$ cat config.mk
export PLATFORM = sky130hd
export DESIGN_NAME = decode_issue_cycle
export DESIGN_NICKNAME = d
export VERILOG_FILES = /design/src/rtl/decode_issue_cycle_pkg.sv /design/src/rtl/decode_issue_cycle_uop_sequencer.sv /design/src/rtl/decode_issue_cycle.sv
export SDC_FILE = /design/constraint.sdc
export NUM_CORES = 1
export LEC_CHECK = 0
export ABC_AREA = 1
export CORE_MARGIN = 2
export CORE_UTILIZATION = 50
export DETAILED_ROUTE_END_ITERATION = 10
export PLACE_DENSITY = 0.86
export SYNTH_ARGS = -nofsm -noshare
export SYNTH_HDL_FRONTEND = slang
export SYNTH_HIERARCHICAL = 1
export SYNTH_SLANG_ARGS = --single-unit
$ cat constraint.sdc
create_clock -name clk -period 4.45 [get_ports clk]
set_clock_uncertainty 0.2 [all_clocks]
set_input_delay 0.6675 -clock clk [delete_from_list [all_inputs] [get_ports clk]]
set_output_delay 0.6675 -clock clk [all_outputs]
set_load 0.05 [all_outputs]
$ cat src/rtl/decode_issue_cycle_pkg.sv
// Shared encodings and field slices for the decode/issue stage.
// Fetched word layout: {opcode[7:0], operand[9:0]}.
package decode_issue_cycle_pkg;

  localparam int OP_W   = 8;
  localparam int ADDR_W = 10;
  localparam int CNT_W  = 16;
  localparam int FW_W   = OP_W + ADDR_W;
  localparam int CLS_W  = 3;
  localparam int REP_W  = OP_W - CLS_W;

  localparam int OPCODE_MSB  = FW_W - 1;
  localparam int OPCODE_LSB  = ADDR_W;
  localparam int OPERAND_MSB = ADDR_W - 1;
  localparam int OPERAND_LSB = 0;

  typedef enum logic [CLS_W-1:0] {
    CLS_NOP      = 3'd0,
    CLS_LOAD_EMB = 3'd1,
    CLS_MAC      = 3'd2,
    CLS_SOFTMAX  = 3'd3,
    CLS_ACT      = 3'd4,
    CLS_STORE    = 3'd5,
    CLS_RSVD     = 3'd6,
    CLS_HALT     = 3'd7
  } cls_e;

  typedef enum logic [1:0] {
    ST_IDLE   = 2'd0,
    ST_DECODE = 2'd1,
    ST_ISSUE  = 2'd2,
    ST_HALT   = 2'd3
  } state_e;

  // Only MAC repeats; every other class issues exactly one micro-op.
  function automatic logic [REP_W-1:0] rep_of(input logic [OP_W-1:0] op);
    return (op[OP_W-1 -: CLS_W] == CLS_MAC) ? op[REP_W-1:0] : '0;
  endfunction

endpackage

$ cat src/rtl/decode_issue_cycle_uop_sequencer.sv
// Micro-op expansion: remaining-repeat down-counter plus wrapping address.
module uop_sequencer
  import decode_issue_cycle_pkg::*;
(
  input  logic              clk,
  input  logic              rst,
  input  logic              load,
  input  logic              step,
  input  logic [REP_W-1:0]  rep_in,
  input  logic [ADDR_W-1:0] addr_in,
  output logic [ADDR_W-1:0] addr_out,
  output logic              last
);

  logic [REP_W-1:0]  rem_q;
  logic [ADDR_W-1:0] addr_q;

  // Address increment relies on natural modulo-2^ADDR_W wrap.
  always_ff @(posedge clk or negedge rst) begin
    if (!rst) begin
      rem_q  <= '0;
      addr_q <= '0;
    end else if (load) begin
      rem_q  <= rep_in;
      addr_q <= addr_in;
    end else if (step) begin
      rem_q  <= rem_q - 1'b1;
      addr_q <= addr_q + 1'b1;
    end
  end

  assign addr_out = addr_q;
  assign last     = (rem_q == '0);

endmodule

$ cat src/rtl/decode_issue_cycle.sv
// Decode/issue stage: accepts fetched words, expands MAC repeats, and
// issues micro-ops to the execute datapath.
module decode_issue_cycle
  import decode_issue_cycle_pkg::*;
(
  input  logic              clk,
  input  logic              rst,
  input  logic [FW_W-1:0]   fw_data,
  input  logic              fw_valid,
  output logic              fw_ready,
  output logic              ex_valid,
  input  logic              ex_ready,
  output logic [CLS_W-1:0]  ex_class,
  output logic [ADDR_W-1:0] ex_addr,
  output logic              ex_last,
  output logic              busy,
  output logic              halted,
  output logic              illegal,
  output logic [CNT_W-1:0]  uop_cnt
);

  state_e            state_q, state_d;
  logic [FW_W-1:0]   ir_q, ir_d;
  logic              illegal_q, illegal_d;
  logic [CNT_W-1:0]  cnt_q, cnt_d;
  logic              seq_load, seq_step, seq_last;
  logic [ADDR_W-1:0] seq_addr;
  logic [OP_W-1:0]   opcode;
  cls_e              cls;

  assign opcode = ir_q[OPCODE_MSB:OPCODE_LSB];
  assign cls    = cls_e'(opcode[OP_W-1 -: CLS_W]);

  uop_sequencer u_seq (
    .clk      (clk),
    .rst      (rst),
    .load     (seq_load),
    .step     (seq_step),
    .rep_in   (rep_of(opcode)),
    .addr_in  (ir_q[OPERAND_MSB:OPERAND_LSB]),
    .addr_out (seq_addr),
    .last     (seq_last)
  );

  always_ff @(posedge clk or negedge rst) begin
    if (!rst) begin
      state_q   <= ST_IDLE;
      ir_q      <= '0;
      illegal_q <= 1'b0;
      cnt_q     <= '0;
    end else begin
      state_q   <= state_d;
      ir_q      <= ir_d;
      illegal_q <= illegal_d;
      cnt_q     <= cnt_d;
    end
  end

  always_comb begin
    state_d   = state_q;
    ir_d      = ir_q;
    illegal_d = illegal_q;
    cnt_d     = cnt_q;
    seq_load  = 1'b0;
    seq_step  = 1'b0;
    fw_ready  = 1'b0;
    ex_valid  = 1'b0;
    case (state_q)
      ST_IDLE: begin
        fw_ready = 1'b1;
        if (fw_valid) begin
          ir_d    = fw_data;
          state_d = ST_DECODE;
        end
      end
      ST_DECODE: begin
        case (cls)
          CLS_NOP:  state_d = ST_IDLE;
          CLS_RSVD: begin
            illegal_d = 1'b1;
            state_d   = ST_IDLE;
          end
          CLS_HALT: state_d = ST_HALT;
          default: begin
            seq_load = 1'b1;
            state_d  = ST_ISSUE;
          end
        endcase
      end
      ST_ISSUE: begin
        ex_valid = 1'b1;
        if (ex_ready) begin
          if (cnt_q != '1) cnt_d = cnt_q + 1'b1;
          if (seq_last) state_d  = ST_IDLE;
          else          seq_step = 1'b1;
        end
      end
      ST_HALT: state_d = ST_HALT;
      default: state_d = ST_IDLE;
    endcase
  end

  // Class comes straight from the latched opcode; last is qualified so it
  // reads 0 outside ISSUE (the idle counter sits at zero).
  assign ex_class = opcode[OP_W-1 -: CLS_W];
  assign ex_addr  = seq_addr;
  assign ex_last  = (state_q == ST_ISSUE) && seq_last;
  assign busy     = (state_q == ST_DECODE) || (state_q == ST_ISSUE);
  assign halted   = (state_q == ST_HALT);
  assign illegal  = illegal_q;
  assign uop_cnt  = cnt_q;

endmodule

# After elaboration in Yosys (flattened, before gate mapping)

Cells that the tools add are included.

Register bits after elaboration: 52
Bits of input ports: 22
Output and inout bits: 35
Logic and storage cells: 48

Add/subtract/negate cells: 3
Equality and inequality tests: 10
Multiplexer cells: 17
Reductions and logical operators: 12

Operators by type and width:

| kind                                                                   | count |
|---|---|
| 10-bit 2-to-1 mux                                                      | 2 |
| 16-bit by 1-bit adder with 16-bit output (second input constant)       | 1 |
| 16-bit inequality test (second input constant)                         | 1 |
| 5-bit 2-to-1 mux                                                       | 3 |
| 10-bit by 1-bit adder with 10-bit output (second input constant)       | 1 |
| 2-bit one-hot mux with 4 select lines                                  | 1 |
| 1-bit 2-to-1 mux                                                       | 7 |
| 3-bit equality test (second input constant)                            | 2 |
| 2-bit 2-to-1 mux                                                       | 3 |
| 2-bit inequality test (second input constant)                          | 3 |
| 3-bit AND reduction                                                    | 2 |
| 5-bit logical NOT                                                      | 1 |
| 5-bit by 1-bit subtractor with 5-bit output (second input constant)    | 1 |
| 2-bit equality test (second input constant)                            | 2 |
| 2-bit one-hot mux with 2 select lines                                  | 1 |
| 2-bit AND reduction                                                    | 2 |
| 3-bit by 2-bit equality test with 1-bit output (second input constant) | 1 |
| 3-bit logical NOT                                                      | 1 |
| 3-bit OR reduction                                                     | 1 |
| 2-bit by 1-bit equality test with 1-bit output (second input constant) | 1 |
| 2-bit logical NOT                                                      | 1 |
| 2-bit nonzero test                                                     | 1 |
| 2-bit OR reduction                                                     | 1 |
| 1-bit logical AND                                                      | 1 |
| 1-bit logical OR                                                       | 1 |

# Longest topological paths before layout

Depth in word-level cells: 6
Mapped depth: 11
Mapped depth without buffers: 10

# Modules after synthesis

The synthesis kept the hierarchy.

Modules (own cells, without submodules):

| module             | times used | cells an instance | area each (µm²) | sequential area each (µm²) |
|---|---|---|---|---|
| decode_issue_cycle | 1          | 239               | 1976.9          | 925.9 |
| uop_sequencer      | 1          | 113               | 919.6           | 375.4 |

# Least setup slack after synthesis

Ideal clock, no wire load.

Path kind: reg2out
Start point: register state_q[0]
End point: output ex_last
Arrival time: 1.425 ns
Data required time: 3.582 ns
Setup slack: 2.157 ns
Cell stages (with the launch flop): 5
Path buffers: 0
Path through: dfrtp_1 inv_1 ha_1 nand2_1 inv_1

Word-level cells in the longest chain between the ends: 2

Ends and longest elaborated chain:

| what                   | RTL line                  | source |
|---|---|---|
| start, declared        | decode_issue_cycle.sv:22  | `state_e state_q, state_d;` |
| start signal, assigned | decode_issue_cycle.sv:52  | `state_q <= state_d;` |
| 2-bit equality test    | decode_issue_cycle.sv:107 | `assign ex_last = (state_q == ST_ISSUE) && seq_last;` |
| 1-bit logical AND      | decode_issue_cycle.sv:107 |  |
| end, declared          | decode_issue_cycle.sv:15  | `output logic ex_last,` |

Every way passes these cells.

# Worst setup path in the final report

Start point: register u_seq.rem_q[0]
End point: output ex_last

Word-level cells in the longest chain between the ends: 2

Ends and longest elaborated chain:

| what                   | RTL line                               | source |
|---|---|---|
| start, declared        | decode_issue_cycle_uop_sequencer.sv:15 | `logic [REP_W-1:0] rem_q;` |
| start signal, assigned | decode_issue_cycle_uop_sequencer.sv:24 | `rem_q <= rep_in;` |
| start signal, assigned | decode_issue_cycle_uop_sequencer.sv:27 | `rem_q <= rem_q - 1'b1;` |
| 5-bit logical NOT      | decode_issue_cycle_uop_sequencer.sv:33 | `assign last = (rem_q == '0);` |
| via seq_last           | decode_issue_cycle.sv:26               | `logic seq_load, seq_step, seq_last;` |
| 1-bit logical AND      | decode_issue_cycle.sv:107              |  |

The timed path passes the listed nets, and every way through them passes these cells.

==> impl_metrics.json <==
{
  "insertedDiodeCount": 0,
  "cts_buffers": 5,
  "grt_overflow": 0,
  "coreArea_sq_mm": 0.00554,
  "synth-edff-count": 0,
  "drive_gt1_share_pct": 10.5,
  "path_clk_slew_ns": 0.11,
  "ant_nets": 0,
  "cts-htree-levels": 2,
  "critPathRequiredTime_ns": 3.58,
  "rsz0062_at_grt": "no",
  "syn_nets": 382,
  "grt_pass1_wl_microns": 11100,
  "synthAdderAreaFrac_pct": 3.46,
  "synth_compound_area_share_pct": 8.51,
  "track_usage_pct": 22.1,
  "netlist_top_cells_area": "dfrtp_1 (45%), nand2_1 (14%), nor2_1 (4.8%)",
  "hpwl_microns": 4610,
  "tightestPinTransition_ns": 0.912,
  "yosys.area_share.xor_xnor_pct": 3.63,
  "clockBufferDepth": 2,
  "dp_slack_ns": 1.69,
  "final_common_cell": "nand2_1",
  "final_max_slew_viol_count": 0,
  "vias_per_cell": 5.18,
  "yosysSeqAreaShare_pct": 44.9,
  "utilization_pct": 64.8,
  "syn_inst": 352,
  "power_leakage_nw": 1.60,
  "synth_top_family_by_area": "simple AND/OR/NAND/NOR gates",
  "avgSynthCellArea_sq_um": 8.23,
  "synth_top_area_share_pct": 44.9,
  "finalCritPeriodShare_pct": 70.2,
  "io_buffers": 56,
  "areaGrowthSynthToFinish_pct": 24.0,
  "p_int_mw": 1.27,
  "finalCriticalPeriod_ns": 3.12,
  "p_seq_share_pct": 33.9,
  "switching_share_pct": 47.2,
  "io_pins": 57,
  "synth_simple_gate_area_share_pct": 27.6,
  "first_pass_iters": 4,
  "max-slew-margin-rel_pct": 39.1,
  "p_clk_share_pct": 14.0,
  "p_sw_mw": 1.13,
  "root_buffer": "clkbuf_8",
  "holdBufCountCts": 0,
  "antenna_found_initial": 0,
  "die_width_microns": 80.1,
  "core.rowCount": 27,
  "min_path_type": "in2async",
  "worst_setup_path_end_kind": "primary output",
  "synthArstFlopShare_pct": 100,
  "netlist_area_sq_mm": 0.00290,
  "ir_worst_vdd_mv": 0.426,
  "setup_tns_ns": 0,
  "hold_viol_final": 0,
  "clock.fmax_ghz": 0.320,
  "die-area_sq_mm": 0.00642,
  "max_cap_violations": 0,
  "stdcell_area_sq_mm": 0.00359,
  "place_area_sq_mm": 0.00348,
  "wl_microns": 6500,
  "finalWeightedCongestion": 0.857,
  "vias": 2487,
  "power_density_mw_per_mm2": 668,
  "comb_power_share_pct": 52.2,
  "nets": 437,
  "synth_area_leader_cell": "dfrtp_1",
  "crit_fanout": 3,
  "critPathKind": "reg2out",
  "synth_warnings": 6,
  "cts.repair.resized": 0,
  "drc_errors": 0,
  "ys_ff_latch": 52,
  "finalSetupViolCount": 0,
  "drtIter0Drc": 190,
  "final_cell_mix": "nand2_1 (107), clkdlybuf4s50_1 (55), dfrtp_1 (52)",
  "synth.area.mux_share_pct": 4.28,
  "clock_sinks": 52,
  "status": "complete, no violations",
  "grt_max_degree": 53,
  "startpoint_type": "flip-flop",
  "arrival_ns": 2.25,
  "synthFlopType": "dfrtp_1",
  "fp.dieH_microns": 80.1,
  "fin_ws_ns": 1.33,
  "grt_pass1_vias": 2474,
  "total_power_mw": 2.40,
  "synth_cell_types": 30,
  "initial_utilization_pct": 52.3,
  "postCtsSetupRepairBufs": 0,
  "clk_latency_ns": 0.32,
  "cts_tree": "done",
  "wl_per_cell_microns": 13.5
}
-- worst max-delay path, stage by stage (launching register included) --
cell             delay, ns
dfrtp_1               0.40
inv_1                 0.09
ha_1                  0.19
nand3_1               0.13
nor2_1                0.21
nand2_1               0.07
inv_1                 0.06
clkdlybuf4s50_1       0.80
-- Yosys cell counts, types with 4 or more instances --
cell and number:
dfrtp_1 52, o21ai_0 10, buf_6 4, nand4_1 7, nand2_1 107, nand2_2 6
a22oi_1 11, nor2_1 37, inv_1 32, mux2_2 11, ha_1 8, nand3_1 17
a21oi_1 10, xnor2_1 9
-- layer usage --
layer | part of all wire (%) | wire [microns] | track usage (%)
met1 | 44 | 2890 | 28.2
met4 | 1.6 | 102 | 6.78
met5 | 0 | 0 | 0
met2 | 50 | 3270 | 37.7
met3 | 3.8 | 244 | 4.49
-- cells by family after synthesis --
logic type                 after synthesis
DFF                                     52
xor gates and xnor gates                12
muxes                                   11
and+or+nand+nor                        184
adders and majority gates                8
AOI/OAI and AO/OA                       39
buffers and inverters                   46
-- cell type report --
class	count	area, sq um
inverters	36	140
clock inverters	3	46.3
clock buffers	5	68.8
multi-input cells	254	1370
fillers	471	1950
well taps	72	90.1
flip-flops and latches	52	1300
repair buffers	58	571
-- registers in the layout, summed over array words and instances, names as in the netlist --
signal and cells:
state_q 2, u_seq/rem_q 5, ir_q 18, u_seq/addr_out 10
illegal 1, uop_cnt 16
-- power groups by stage --
stage	Combinational (mW)	Clock, mW	Sequential, mW
after global placement	1.21	0	0.809
after floorplan	0.738	0	1.01
after CTS	1.25	0.341	0.810
after detailed placement	1.25	0	0.821
final	1.25	0.335	0.812
after global routing	1.37	0.364	0.836
-- metrics by stage --
step	hold WS (ns)	cells
after floorplan	0.172	352
after global placement	0.252	472
after detailed placement	0.259	472
after CTS	0.276	480
after global routing	0.303	480
final	0.247	480
-- worst paths after layout --
| check | from | slack, ns | end | cells after the start |
|---|---|---|---|---|
| worst min-delay path | rst | 0.25 | u_seq/addr_out[0] | 2 |
| max in group asynchronous | rst | 3.37 | uop_cnt[10] | 2 |
| worst max register to register | u_seq/rem_q[0] | 2.26 | u_seq/rem_q[2] | 8 |
| min in group clk | illegal | 0.28 | illegal | 1 |
| worst max-delay path | u_seq/rem_q[0] | 1.33 | ex_last | 7 |
| worst min register to register | illegal | 0.28 | illegal | 1 |
Power figures use the tool's default switching activity.
